==> config.mk <==
export PLATFORM = sky130hd
export DESIGN_NAME = pipe_hazard_ctrl
export DESIGN_NICKNAME = d
export VERILOG_FILES = /design/src/rtl/pipe_hazard_ctrl.sv
export SDC_FILE = /design/constraint.sdc
export NUM_CORES = 1
export LEC_CHECK = 0
export ABC_CLOCK_PERIOD_IN_PS = 7000
export BUFFER_PORTS_ARGS = -buffer_cell sky130_fd_sc_hd__buf_2
export CAP_MARGIN = 20
export CORE_ASPECT_RATIO = 0.8
export CORE_MARGIN = 8
export CORE_UTILIZATION = 55
export DETAILED_ROUTE_END_ITERATION = 6
export GPL_TIMING_DRIVEN = 0
export PLACE_DENSITY = 0.95
export SYNTH_ARGS = -nofsm -noshare
export SYNTH_HDL_FRONTEND = slang
export SYNTH_SLANG_ARGS = --single-unit
==> constraint.sdc <==
create_clock -name clk -period 7 [get_ports clk]
set_input_delay 1.05 -clock clk [delete_from_list [all_inputs] [get_ports clk]]
set_output_delay 1.05 -clock clk [all_outputs]
set_load 0.02 [all_outputs]
==> src/rtl/pipe_hazard_ctrl.sv <==
// rtl/pipe_hazard_ctrl.sv - stall/flush/PC-load controller for the in-order RV32I pipeline
module pipe_hazard_ctrl #(
    parameter int NUM_REGS    = 5,
    parameter int REG_ADDR_W  = 5,
    parameter int RESOLVE_IDX = 2,
    parameter int LU_BUBBLES  = 1,
    parameter int CNT_W       = 32
) (
    input  logic                  clk,
    input  logic                  rst,
    input  logic [REG_ADDR_W-1:0] id_rs1,
    input  logic [REG_ADDR_W-1:0] id_rs2,
    input  logic                  id_rs1_used,
    input  logic                  id_rs2_used,
    input  logic [REG_ADDR_W-1:0] ex_rd,
    input  logic                  ex_late_wr,
    input  logic                  redirect_valid,
    input  logic                  imem_req,
    input  logic                  imem_resp,
    input  logic                  dmem_req,
    input  logic                  dmem_resp,
    input  logic                  perf_clr,
    output logic [NUM_REGS-1:0]   stall,
    output logic [NUM_REGS-1:0]   flush,
    output logic                  pc_load,
    output logic                  redirect_pending,
    output logic [CNT_W-1:0]      stall_cycles
);

    localparam logic [0:0] ST_IDLE    = 1'b0;
    localparam logic [0:0] ST_LU_WAIT = 1'b1;

    localparam logic [NUM_REGS-1:0] ALL_STALL   = '1;
    localparam logic [NUM_REGS-1:0] FRONT_STALL = NUM_REGS'(3);
    localparam logic [NUM_REGS-1:0] FRONT_FLUSH = NUM_REGS'(4);
    // Bits 1..RESOLVE_IDX: every younger register holding wrong-path work.
    localparam logic [NUM_REGS-1:0] REDIR_FLUSH = NUM_REGS'((1 << (RESOLVE_IDX + 1)) - 2);
    localparam logic [1:0]          LU_LOAD     = 2'(LU_BUBBLES - 1);

    logic [0:0] state;
    logic [0:0] state_nxt;
    logic [1:0] lu_cnt;
    logic [1:0] lu_cnt_nxt;
    logic       pending_nxt;

    logic rs1_hit;
    logic rs2_hit;
    logic hazard;
    logic dstall;
    logic istall;
    logic redir_req;

    assign rs1_hit   = id_rs1_used && (id_rs1 == ex_rd) && (id_rs1 != '0);
    assign rs2_hit   = id_rs2_used && (id_rs2 == ex_rd) && (id_rs2 != '0);
    assign hazard    = ex_late_wr && (rs1_hit || rs2_hit);
    assign dstall    = dmem_req && !dmem_resp;
    assign istall    = imem_req && !imem_resp;
    assign redir_req = redirect_valid || redirect_pending;

    always_comb begin
        stall       = '0;
        flush       = '0;
        pc_load     = 1'b1;
        state_nxt   = state;
        lu_cnt_nxt  = lu_cnt;
        pending_nxt = redirect_pending;

        if (rst) begin
            pc_load = 1'b0;
        end else if (dstall) begin
            // Whole pipe frozen; a redirect seen now is remembered for release.
            stall       = ALL_STALL;
            pc_load     = 1'b0;
            pending_nxt = redirect_pending || redirect_valid;
        end else if (redir_req) begin
            flush       = REDIR_FLUSH;
            pc_load     = !istall;
            pending_nxt = istall;
            state_nxt   = ST_IDLE;
            lu_cnt_nxt  = 2'd0;
        end else if (state == ST_LU_WAIT) begin
            // The producer has already left EX, so the live hazard is ignored here.
            stall      = FRONT_STALL;
            flush      = FRONT_FLUSH;
            pc_load    = 1'b0;
            lu_cnt_nxt = lu_cnt - 2'd1;
            if (lu_cnt == 2'd1) begin
                state_nxt = ST_IDLE;
            end
        end else if (hazard) begin
            stall   = FRONT_STALL;
            flush   = FRONT_FLUSH;
            pc_load = 1'b0;
            if (LU_BUBBLES > 1) begin
                state_nxt  = ST_LU_WAIT;
                lu_cnt_nxt = LU_LOAD;
            end
        end else if (istall) begin
            stall   = FRONT_STALL;
            flush   = FRONT_FLUSH;
            pc_load = 1'b0;
        end
    end

    always_ff @(posedge clk or posedge rst) begin
        if (rst) begin
            state            <= ST_IDLE;
            lu_cnt           <= 2'd0;
            redirect_pending <= 1'b0;
        end else begin
            state            <= state_nxt;
            lu_cnt           <= lu_cnt_nxt;
            redirect_pending <= pending_nxt;
        end
    end

    always_ff @(posedge clk or posedge rst) begin
        if (rst) begin
            stall_cycles <= '0;
        end else if (perf_clr) begin
            stall_cycles <= '0;
        end else if (stall[0]) begin
            stall_cycles <= stall_cycles + 1'b1;
        end
    end

endmodule

-- Word-level counts from Yosys, hierarchy flattened
Index checks and enable logic that the tools add are counted.
- bits in latches: 0
- memories kept: 0
- input bits: 26
- register bits after elaboration: 36
- RAM bits: 0
- bits in read-only memories: 0
- output and inout port bits: 44
- order comparisons: 0
- multiplexer cells: 27
- eq/ne operators: 3
- shifts and indexed selects: 0
- bitwise operators: 2
- divide/modulo/power cells: 0
- reductions and logical operators: 20
- add/subtract/negate cells: 2
- $mul: 0
- operators by type and width (cell ; number):
    two-way mux 32 bit ; 2
    adder 32 x 1 -> 32 bit, second input constant ; 1
    two-way mux 3 bit ; 6
    two-way mux 2 bit ; 6
    two-way mux 1 bit ; 11
    == test 5 bit ; 2
    two-way mux 5 bit ; 2
    nonzero test 5 bit ; 2
    logical AND 1 bit ; 7
    nonzero test 2 bit ; 3
    AND reduction 2 bit ; 2
    logical NOT 1 bit ; 3
    AND reduction 3 bit ; 1
    == test 2 x 1 -> 1 bit, second input constant ; 1
    logical OR 1 bit ; 2
    NOT 1 bit ; 2
    subtractor 2 x 1 -> 2 bit, second input constant ; 1

-- Longest topological paths before layout
Gate-level depths: netlist of run 1.
- depth after elaboration: 12
- depth in mapped cells: 8
- gate-level depth less buffers: 6

-- Least setup slack after synthesis of run 1
No wires, ideal clock.
- path type: in2out
- start point: input id_rs1[0]
- end point: output stall[1]
- arrival time: 2717 ps
- buffers on the path: 3
- stages on the path: 8
- required time: 5950 ps
- setup slack: 3233 ps
- path through: or4_4 -> a21oi_4 -> nor4b_4 -> a211oi_4 -> buf_6 -> buf_8 -> inv_1 -> buf_4
- word-level cells in the longest chain between the ends: 10
- elaborated cells on any way between the ends: 11
- those cells by class: eq/ne (1); mux (5); reduce/logical (5)
- RTL lines (what ; RTL line ; text):
    from (decl) ; 11 ; input logic [REG_ADDR_W-1:0] id_rs1,
    == test 5 bit ; 53 ; assign rs1_hit = id_rs1_used && (id_rs1 == ex_rd) && (id_rs1 != '0);
    logical AND 1 bit ; 53 ;
    logical AND 1 bit (*) ; 53 ;
    logical OR 1 bit (*) ; 55 ; assign hazard = ex_late_wr && (rs1_hit || rs2_hit);
    logical AND 1 bit (*) ; 55 ;
    two-way mux 2 bit (*) ; 90 ; end else if (hazard) begin
    two-way mux 2 bit (*) ; 81 ; end else if (state == ST_LU_WAIT) begin
    two-way mux 2 bit (*) ; 75 ; end else if (redir_req) begin
    two-way mux 5 bit (*) ; 70 ; end else if (dstall) begin
    two-way mux 5 bit (*) ; 68 ; if (rst) begin
    to (decl) ; 23 ; output logic [NUM_REGS-1:0] stall,
Mark *: on every way between the ends. The rest lies on a longest branch, timed or not.

-- Worst setup path after layout of run 1
Same ends and word-level chain as after synthesis.

==> results of run 1 <==
## registers in the layout, summed over array words and instances (netlist names)
name	cells
stall_cycles	32
redirect_pending	1
lu_cnt	2
state	1
## power by group through the flow
| stage | logic (mW) | registers (mW) | clock network (mW) |
|---|---|---|---|
| after floorplan | 0.0381 | 0.217 | 0 |
| after global placement | 0.0589 | 0.216 | 0 |
| after detailed placement | 0.0604 | 0.216 | 0 |
| after CTS | 0.0606 | 0.212 | 0.141 |
| after global routing | 0.0666 | 0.212 | 0.150 |
| final | 0.0604 | 0.212 | 0.143 |
## routing by layer
| metal | GRT usage (%) | vias to the layer above |
|---|---|---|
| met5 | 0 | - |
| met4 | 7.85 | 0 |
| met3 | 4.97 | 10 |
| met2 | 31.8 | 69 |
| met1 | 21.6 | 1089 |
| li1 | - | 1072 |
## cells by family (layout without fill, tap and decap cells)
kind of cell | count (synthesis) | count (layout) | synth area share (%)
AND/OR/NAND/NOR | 102 | 102 | 26.2
AO/OA/AOI/OAI | 66 | 66 | 19.6
flip-flops | 36 | 36 | 39.0
buffers and inverters | 26 | 98 | 6.72
XOR/XNOR | 9 | 9 | 3.42
multiplexers | 7 | 7 | 3.69
adder cells (fa/ha/maj) | 2 | 2 | 1.08
other | 1 | 3 | 0.163
## layout make-up
cell class                 count  area, µm²  share of cell area, %
buffer                        16        118                   4.22
clock buffer                   6       72.6                   2.60
clock inverter                 1       5.00                  0.179
inverter                      10       37.5                   1.35
multi-input combinational    189       1260                   45.1
sequential                    36        901                   32.3
tap                           57       71.3                   2.56
timing repair buffer          65        325                   11.7
## worst max-delay path by stage
stage,endpoint,startpoint,slack (ps)
2_1_floorplan,stall[1],id_rs1[0],3230
3_3_place_gp,stall[1],id_rs1[0],2960
3_5_place_dp,stall[1],id_rs1[0],2920
4_1_cts,stall[1],id_rs1[0],2920
5_1_grt,stall[1],id_rs1[0],2860
6_report,stall[1],id_rs1[0],2900
## cells in the final DEF, fill, tap and decap left out, types with 9 or more instances in the layout
cell type / Yosys / layout
inv_1: 10 / 9
dfrtp_1: 36 / 36
o21ai_1: 9 / 9
buf_2: 0 / 65
o31ai_1: 12 / 12
nand2_1: 10 / 10
nand3_1: 16 / 16
or4_1: 11 / 11
a21oi_1: 26 / 26
or3_1: 12 / 12
nor2_1: 14 / 14
## worst max-delay path, stage by stage
cell and delay (ps):
buf_2 110, or4_4 540, a21oi_4 210, nor4b_4 70
a211oi_4 400, buf_6 210, buf_8 140, inv_1 50
buf_4 120, buf_2 150
==> impl_metrics.ini, run 1 <==
[logic_synthesis]
syn_area_um2 = 2310
synth_most_common_cell = dfrtp_1
synth-edff-count = 0
synth_top_area_share_pct = 39.0
avgSynthCellArea_um2 = 9.27
syn_inst = 249
async_flop_share_pct = 100
yosys_warnings = 0
synthTopCellsByCount = 36 x dfrtp_1, 26 x a21oi_1, 16 x nand3_1
ys_types = 49
yosys-top-cells-area = dfrtp_1 39%, a21oi_1 5.6%, o31ai_1 3.9%, or4_1 3.6%, nand3_1 3.5%
synth-main-ff-cell = dfrtp_1
yosysSeqAreaShare_pct = 39.0
ys_seq_elements = 36
synth_top_cell_by_area = dfrtp_1

[place]
placed_area_um2 = 2710
place_inst = 373
port_buffers = 65
gp_congestion = 0.811
dp_hpwl_um = 4510
place_ws_ps = 2920

[floorplan]
pin_count = 70
fp-row-count = 21
die_w_um = 88.4
initial_core_util_pct = 56.3
die_area_um2 = 6540
design.core.area_um2 = 4100
die_h_um = 73.9

[global_route]
antenna_found_initial = 0
grt_usage_pct = 18.6
grt_max_degree = 39
grt_pass1_vias = 2138
grt_pass1_wl_um = 9690
gr-total-overflow = 0

[timing]
tightest_slew_ps = 765
rsz0062_at_grt = no
drv_slew = 0
relSlewSlack_pct = 49.0
holdWs_ps = 482
max_freq_mhz = 244
setup_viol = 0
period_share_pct = 58.6
fin_skew_ps = 7.35
fin_setup_tns_ps = 0
worst_slack_ps = 2900
timing.final.hold_violations = 0
finalCriticalPeriod_ps = 4100

[routing]
top_layer_used = met4
wl_met1_um = 2550
drc = 0
dr.first_iter.drc_count = 113
dr_wl_met3_um = 339
vias = 2240
viasPerCell = 5.89
routedWlPerCell_um = 15.9
first_pass_iters = 5
wirelength_um = 6060
wl_met2_um = 3070
route.antenna.remaining_nets = 0

[power]
pwr-share-seq_pct = 51.1
switching_share_pct = 27.8
combinationalPowerShare_pct = 14.6
power.clock.fraction_pct = 34.4
intPower_uw = 300
switching_power_uw = 115
powerDensity_nw_per_um2 = 149
totalPowerFinal_uw = 415
ir_worst_vdd_mv = 0.104
leakage_nw = 1.26

[cts]
clockRootBuffer = clkbuf_8
numCtsBuffers = 5
clock_path_buffers = 2
htree_levels = 2
cts_resized = 0
post-cts-setup-buffers = 0
cts_tree = built
clk-insertion-delay-late_ps = 300
cts_sinks = 36
ctsHoldBuffers = 0
clkTransAtPathRegs_ps = 70

[setup_path]
crit_path_end_kind = output pin
r2r_slack_ps = 4730
path_class = in2out
crit_fanout = 10
crit_arrival_ps = 3050
crit_required_ps = 5950
r2r_start = redirect_pending
rr_worst_depth = 6
worst_r2r_endpoint = stall_cycles[21]
start_kind = input pin

[final_layout]
antenna_cells = 0
finalInstanceArea_um2 = 2790
fin_cells = 380
fin_nets = 351
syn2layout_area_growth_pct = 20.9
filler_cell_count = 321
utilization_pct = 68.0
drive_above_1_share_pct = 29.7

[hold_path]
hold_start = lu_cnt[1]
holdPathEnd = lu_cnt[1]
hold_path_depth = 2
holdCritPathClass = reg2reg

[status]
status = finished clean

[job]
drv_cap = 0
No activity file was read; power rests on OpenSTA's default activity.
==> run 2: changes to the inputs <==
==> config.mk (replaced) <==
export PLATFORM = sky130hd
export DESIGN_NAME = pipe_hazard_ctrl
export DESIGN_NICKNAME = d
export VERILOG_FILES = /design/src/rtl/pipe_hazard_ctrl.sv
export SDC_FILE = /design/constraint.sdc
export NUM_CORES = 1
export LEC_CHECK = 0
export ABC_CLOCK_PERIOD_IN_PS = 3500
export BUFFER_PORTS_ARGS = -buffer_cell sky130_fd_sc_hd__buf_2
export CAP_MARGIN = 20
export CORE_ASPECT_RATIO = 0.8
export CORE_MARGIN = 8
export CORE_UTILIZATION = 47
export DETAILED_ROUTE_END_ITERATION = 6
export GPL_TIMING_DRIVEN = 0
export PLACE_DENSITY = 0.89
export SYNTH_ARGS = -nofsm -noshare
export SYNTH_HDL_FRONTEND = slang
export SYNTH_SLANG_ARGS = --single-unit
==> constraint.sdc (replaced) <==
create_clock -name clk -period 3.5 [get_ports clk]
set_input_delay 0.525 -clock clk [delete_from_list [all_inputs] [get_ports clk]]
set_output_delay 0.525 -clock clk [all_outputs]
set_load 0.02 [all_outputs]
==> run 2 against run 1 <==
  * Non-clock buffer count did not move
  * Critical path depth did not move
  * Sequential share of layout area fell by 0.19 points
  * Combinational power rose by 100%
  * Via count barely moved
  * Clock power rose by 120%
  * Routed wire length fell by 2.9%
  * First-iteration DRC count rose by 21%
  * Worst hold slack got worse by 65 ps
  * Core utilization fell by 7.7 points
  * Sequential cell count did not move
  * Count of clock-buffer cells in the layout rose by 2
  * Largest power group unchanged
==> impl_metrics.ini, run 2 (synthesis gave the netlist of run 1 again) <==
[status]
status = finished clean

[final_layout]
top_register = stall_cycles
finalInstanceArea_um2 = 2810
mostFrequentLayoutCell = buf_2
final_cell_mix = 65 x buf_2, 36 x dfrtp_1, 26 x a21oi_1
multi_input_area_um2 = 1260
largest_reg_flops = 32
fin_nets = 351
reg_top3 = stall_cycles: 32 flops, lu_cnt: 2 flops
antenna_cells = 0
drive_above_1_share_pct = 29.6
filler_cell_count = 413
syn2layout_area_growth_pct = 21.6
regArea_um2 = 901

[timing]
finalCriticalPeriod_ps = 3040
holdWs_ps = 417
fin_setup_tns_ps = 0
max_freq_mhz = 329
timing.final.hold_violations = 0
tightest_slew_ps = 774
relSlewSlack_pct = 48.3
drv_slew = 0
worst_slack_ps = 463
fin_skew_ps = 3.04
setup_viol = 0
rsz0062_at_grt = no
period_share_pct = 86.8

[cts]
cts_resized = 0
ctsHoldBuffers = 0
htree_levels = 2
numCtsBuffers = 5
cts_sinks = 36
clockRootBuffer = clkbuf_8
cts_tree = built
clk-insertion-delay-late_ps = 290
clkTransAtPathRegs_ps = 70
clock_path_buffers = 2
post-cts-setup-buffers = 0

[place]
port_buffers = 65
dp_hpwl_um = 4520
gp_congestion = 0.801
place_ws_ps = 469
placed_area_um2 = 2720

[floorplan]
die_area_um2 = 7420
fp-row-count = 22
initial_core_util_pct = 49.6
pin_count = 70
design.core.area_um2 = 4650
die_h_um = 78.7
die_w_um = 94.3

[power]
ir_worst_vdd_mv = 0.221
powerDensity_nw_per_um2 = 304
leakage_nw = 1.26
totalPowerFinal_uw = 853

[routing]
vias = 2241
viasPerCell = 5.84
dr.first_iter.drc_count = 137
wirelength_um = 5880
drc = 0
routedWlPerCell_um = 15.3
first_pass_iters = 4
route.antenna.remaining_nets = 0

[setup_path]
r2r_start = redirect_pending
start_kind = input pin
startpoint = id_rs1[0]
crit_fanout = 10
rr_worst_depth = 6
r2r_slack_ps = 1210
crit_arrival_ps = 2510
crit_path_end_kind = output pin
worst_r2r_endpoint = stall_cycles[21]
cp-endpoint = stall[1]
crit_required_ps = 2970
path_class = in2out

[global_route]
grt_usage_pct = 15.9
gr-total-overflow = 0
antenna_found_initial = 0
grt_pass1_vias = 2085
grt_max_degree = 39
grt_pass1_wl_um = 9730

[job]
drv_cap = 0

[hold_path]
holdCritPathClass = in2async
-- run 2: cell types whose count changed in the layout (fill, tap and decap cells not counted), sizes merged --
| cell | previous run | this run |
|---|---|---|
| clkinv | 1 | 0 |
| clkbuf | 12 | 14 |
-- run 2: cell type report --
class | instances | share of cell area (%)
plain buffers | 16 | 4.19
repair buffers | 65 | 11.6
inverters | 10 | 1.34
multi-input cells | 189 | 44.9
well taps | 60 | 2.68
clock buffers | 8 | 3.21
flip-flops and latches | 36 | 32.1
-- run 2: worst max-delay path, stage by stage --
cell and delay, ps:
buf_2 110, or4_4 540, a21oi_4 200, nor4b_4 70
a211oi_4 390, buf_6 210, buf_8 140, inv_1 50
buf_4 120, buf_2 150
-- run 2: power by group --
| group | switching (mW) | total, mW | leakage (nW) | internal, mW |
|---|---|---|---|---|
| clock network | 0.148 | 0.309 | 0.0455 | 0.161 |
| logic | 0.0751 | 0.121 | 0.718 | 0.0456 |
| registers | 0.00511 | 0.424 | 0.501 | 0.419 |
| total | 0.228 | 0.853 | 1.26 | 0.625 |
-- run 2: routing by layer --
layer,wire (µm),vias to the layer above,track usage (%)
li1,-,1074,-
met5,0,-,0
met4,57,0,5.21
met3,402,7,3.71
met1,2390,1094,19.4
met2,3030,66,26.8
-- run 2: how the worst min path moves through the flow --
stage / slack [ps] / from / end
global route: 490 / rst / redirect_pending
floorplan: 450 / lu_cnt[1] / lu_cnt[1]
global placement: 470 / lu_cnt[1] / lu_cnt[1]
CTS: 450 / rst / stall_cycles[16]
finish: 420 / rst / redirect_pending
detailed placement: 480 / lu_cnt[1] / lu_cnt[1]
-- run 2: metrics by stage --
stage / std cells / util, %
floorplan: 251 / -
detailed placement: 376 / 58.4
finish: 384 / 60.3
CTS: 384 / 60.3
global route: 384 / 60.3
global placement: 376 / 58.4
==> run 3: changes to the inputs <==
--- a/config.mk
+++ b/config.mk
@@ -6,9 +6,8 @@
 export NUM_CORES = 1
 export LEC_CHECK = 0
 export ABC_CLOCK_PERIOD_IN_PS = 3500
-export BUFFER_PORTS_ARGS = -buffer_cell sky130_fd_sc_hd__buf_2
+export BUFFER_PORTS_ARGS = -buffer_cell sky130_fd_sc_hd__buf_4
 export CAP_MARGIN = 20
-export CORE_ASPECT_RATIO = 0.8
 export CORE_MARGIN = 8
 export CORE_UTILIZATION = 47
 export DETAILED_ROUTE_END_ITERATION = 6
==> run 3 against run 2 <==
  * Clock power barely moved
  * Largest cell class unchanged
  * Sequential power hardly changed
  * Sequential share of layout area fell by 1.9 points
  * Die area fell by 0.18%
==> impl_metrics.ini, run 3 (synthesis gave the netlist of run 1 again) <==
[floorplan]
die_area_um2 = 7410
pin_count = 70
die_h_um = 86.1
die_w_um = 86.1
fp-row-count = 25
design.core.area_um2 = 4720
initial_core_util_pct = 48.8

[global_route]
gr-total-overflow = 0
grt_max_degree = 39
grt_usage_pct = 16.7
antenna_found_initial = 0
grt_pass1_vias = 2194
grt_pass1_wl_um = 10100

[cts]
ctsHoldBuffers = 0
cts_resized = 0
post-cts-setup-buffers = 0
clock_path_buffers = 2
htree_levels = 2
clk-insertion-delay-late_ps = 290
numCtsBuffers = 5
clkTransAtPathRegs_ps = 70
cts_sinks = 36
cts_tree = built
clockRootBuffer = clkbuf_8

[setup_path]
crit_arrival_ps = 2520
crit_required_ps = 2970
start_kind = input pin
crit_path_end_kind = output pin
crit_fanout = 10
path_class = in2out
worst_r2r_endpoint = stall_cycles[21]
r2r_slack_ps = 1200
rr_worst_depth = 6
r2r_start = redirect_pending

[power]
ir_worst_vdd_mv = 0.254
powerDensity_nw_per_um2 = 290
totalPowerFinal_uw = 864
leakage_nw = 1.29

[timing]
setup_viol = 0
fin_setup_tns_ps = 0
tightest_slew_ps = 769
period_share_pct = 87.0
finalCriticalPeriod_ps = 3050
rsz0062_at_grt = no
fin_skew_ps = 6.25
timing.final.hold_violations = 0
drv_slew = 0
max_freq_mhz = 328
holdWs_ps = 415
relSlewSlack_pct = 48.7

[place]
gp_congestion = 0.798
dp_hpwl_um = 4790
placed_area_um2 = 2890
port_buffers = 65

[final_layout]
top_register = stall_cycles
syn2layout_area_growth_pct = 29.1
final_cell_mix = 71 x buf_4, 36 x dfrtp_1, 26 x a21oi_1
multi_input_area_um2 = 1260
largest_reg_flops = 32
regArea_um2 = 901
mostFrequentLayoutCell = buf_4
fin_nets = 351
drive_above_1_share_pct = 30.2
antenna_cells = 0
reg_top3 = stall_cycles: 32 flops, lu_cnt: 2 flops
filler_cell_count = 403
finalInstanceArea_um2 = 2980

[routing]
route.antenna.remaining_nets = 0
routedWlPerCell_um = 15.7
drc = 0
first_pass_iters = 4
wirelength_um = 6150
viasPerCell = 5.67
dr.first_iter.drc_count = 145
vias = 2218

[status]
status = finished clean

[hold_path]
holdCritPathClass = in2async

[job]
drv_cap = 0
## run 3: stage by stage
step / cells / worst slack (ps) / util [%]
detailed placement: 383 / 465 / 61.1
CTS: 391 / 460 / 63.1
global route: 391 / 389 / 63.1
finish: 391 / 454 / 63.1
global placement: 383 / 237 / 61.1
floorplan: 251 / 783 / -
## run 3: worst max path at each step
stage | from | endpoint | slack [ps] | depth (start not counted)
6_report | id_rs1[0] | stall[1] | 450 | 10
3_3_place_gp | rst | stall_cycles[25] | 240 | 7
5_1_grt | id_rs1[0] | stall[1] | 390 | 10
3_5_place_dp | id_rs1[0] | stall[1] | 470 | 10
2_1_floorplan | id_rs1[0] | stall[1] | 780 | 8
4_1_cts | id_rs1[0] | stall[1] | 460 | 10
## run 3: report_power, final
group	switching [mW]	internal (mW)	total (mW)
clock	0.149	0.157	0.306
sequential	0.00497	0.419	0.423
combinational	0.0764	0.0579	0.134
## run 3: critical path: stages
cell and delay (ps):
buf_4 120, or4_4 540, a21oi_4 210, nor4b_4 70, a211oi_4 380, buf_6 200, buf_8 140, inv_1 50
buf_4 120, buf_4 150
## run 3: area by class of cell
| cell class | instances | area share, % |
|---|---|---|
| Clock buffer | 6 | 2.77 |
| Clock inverter | 2 | 0.336 |
| Timing Repair Buffer | 65 | 16.4 |
| Buffer | 16 | 3.95 |
| Tap cell | 67 | 2.81 |
| Sequential cell | 36 | 30.2 |
| Inverter | 10 | 1.26 |
| Multi-Input combinational cell | 189 | 42.3 |
## run 3: layer usage
metal	vias up	part of all wire, %	track usage [%]
li1	1069	-	-
met1	1076	39	18.5
met2	64	53	30.2
met3	9	6.2	4.30
met4	0	1.1	4.78
met5	-	0	0
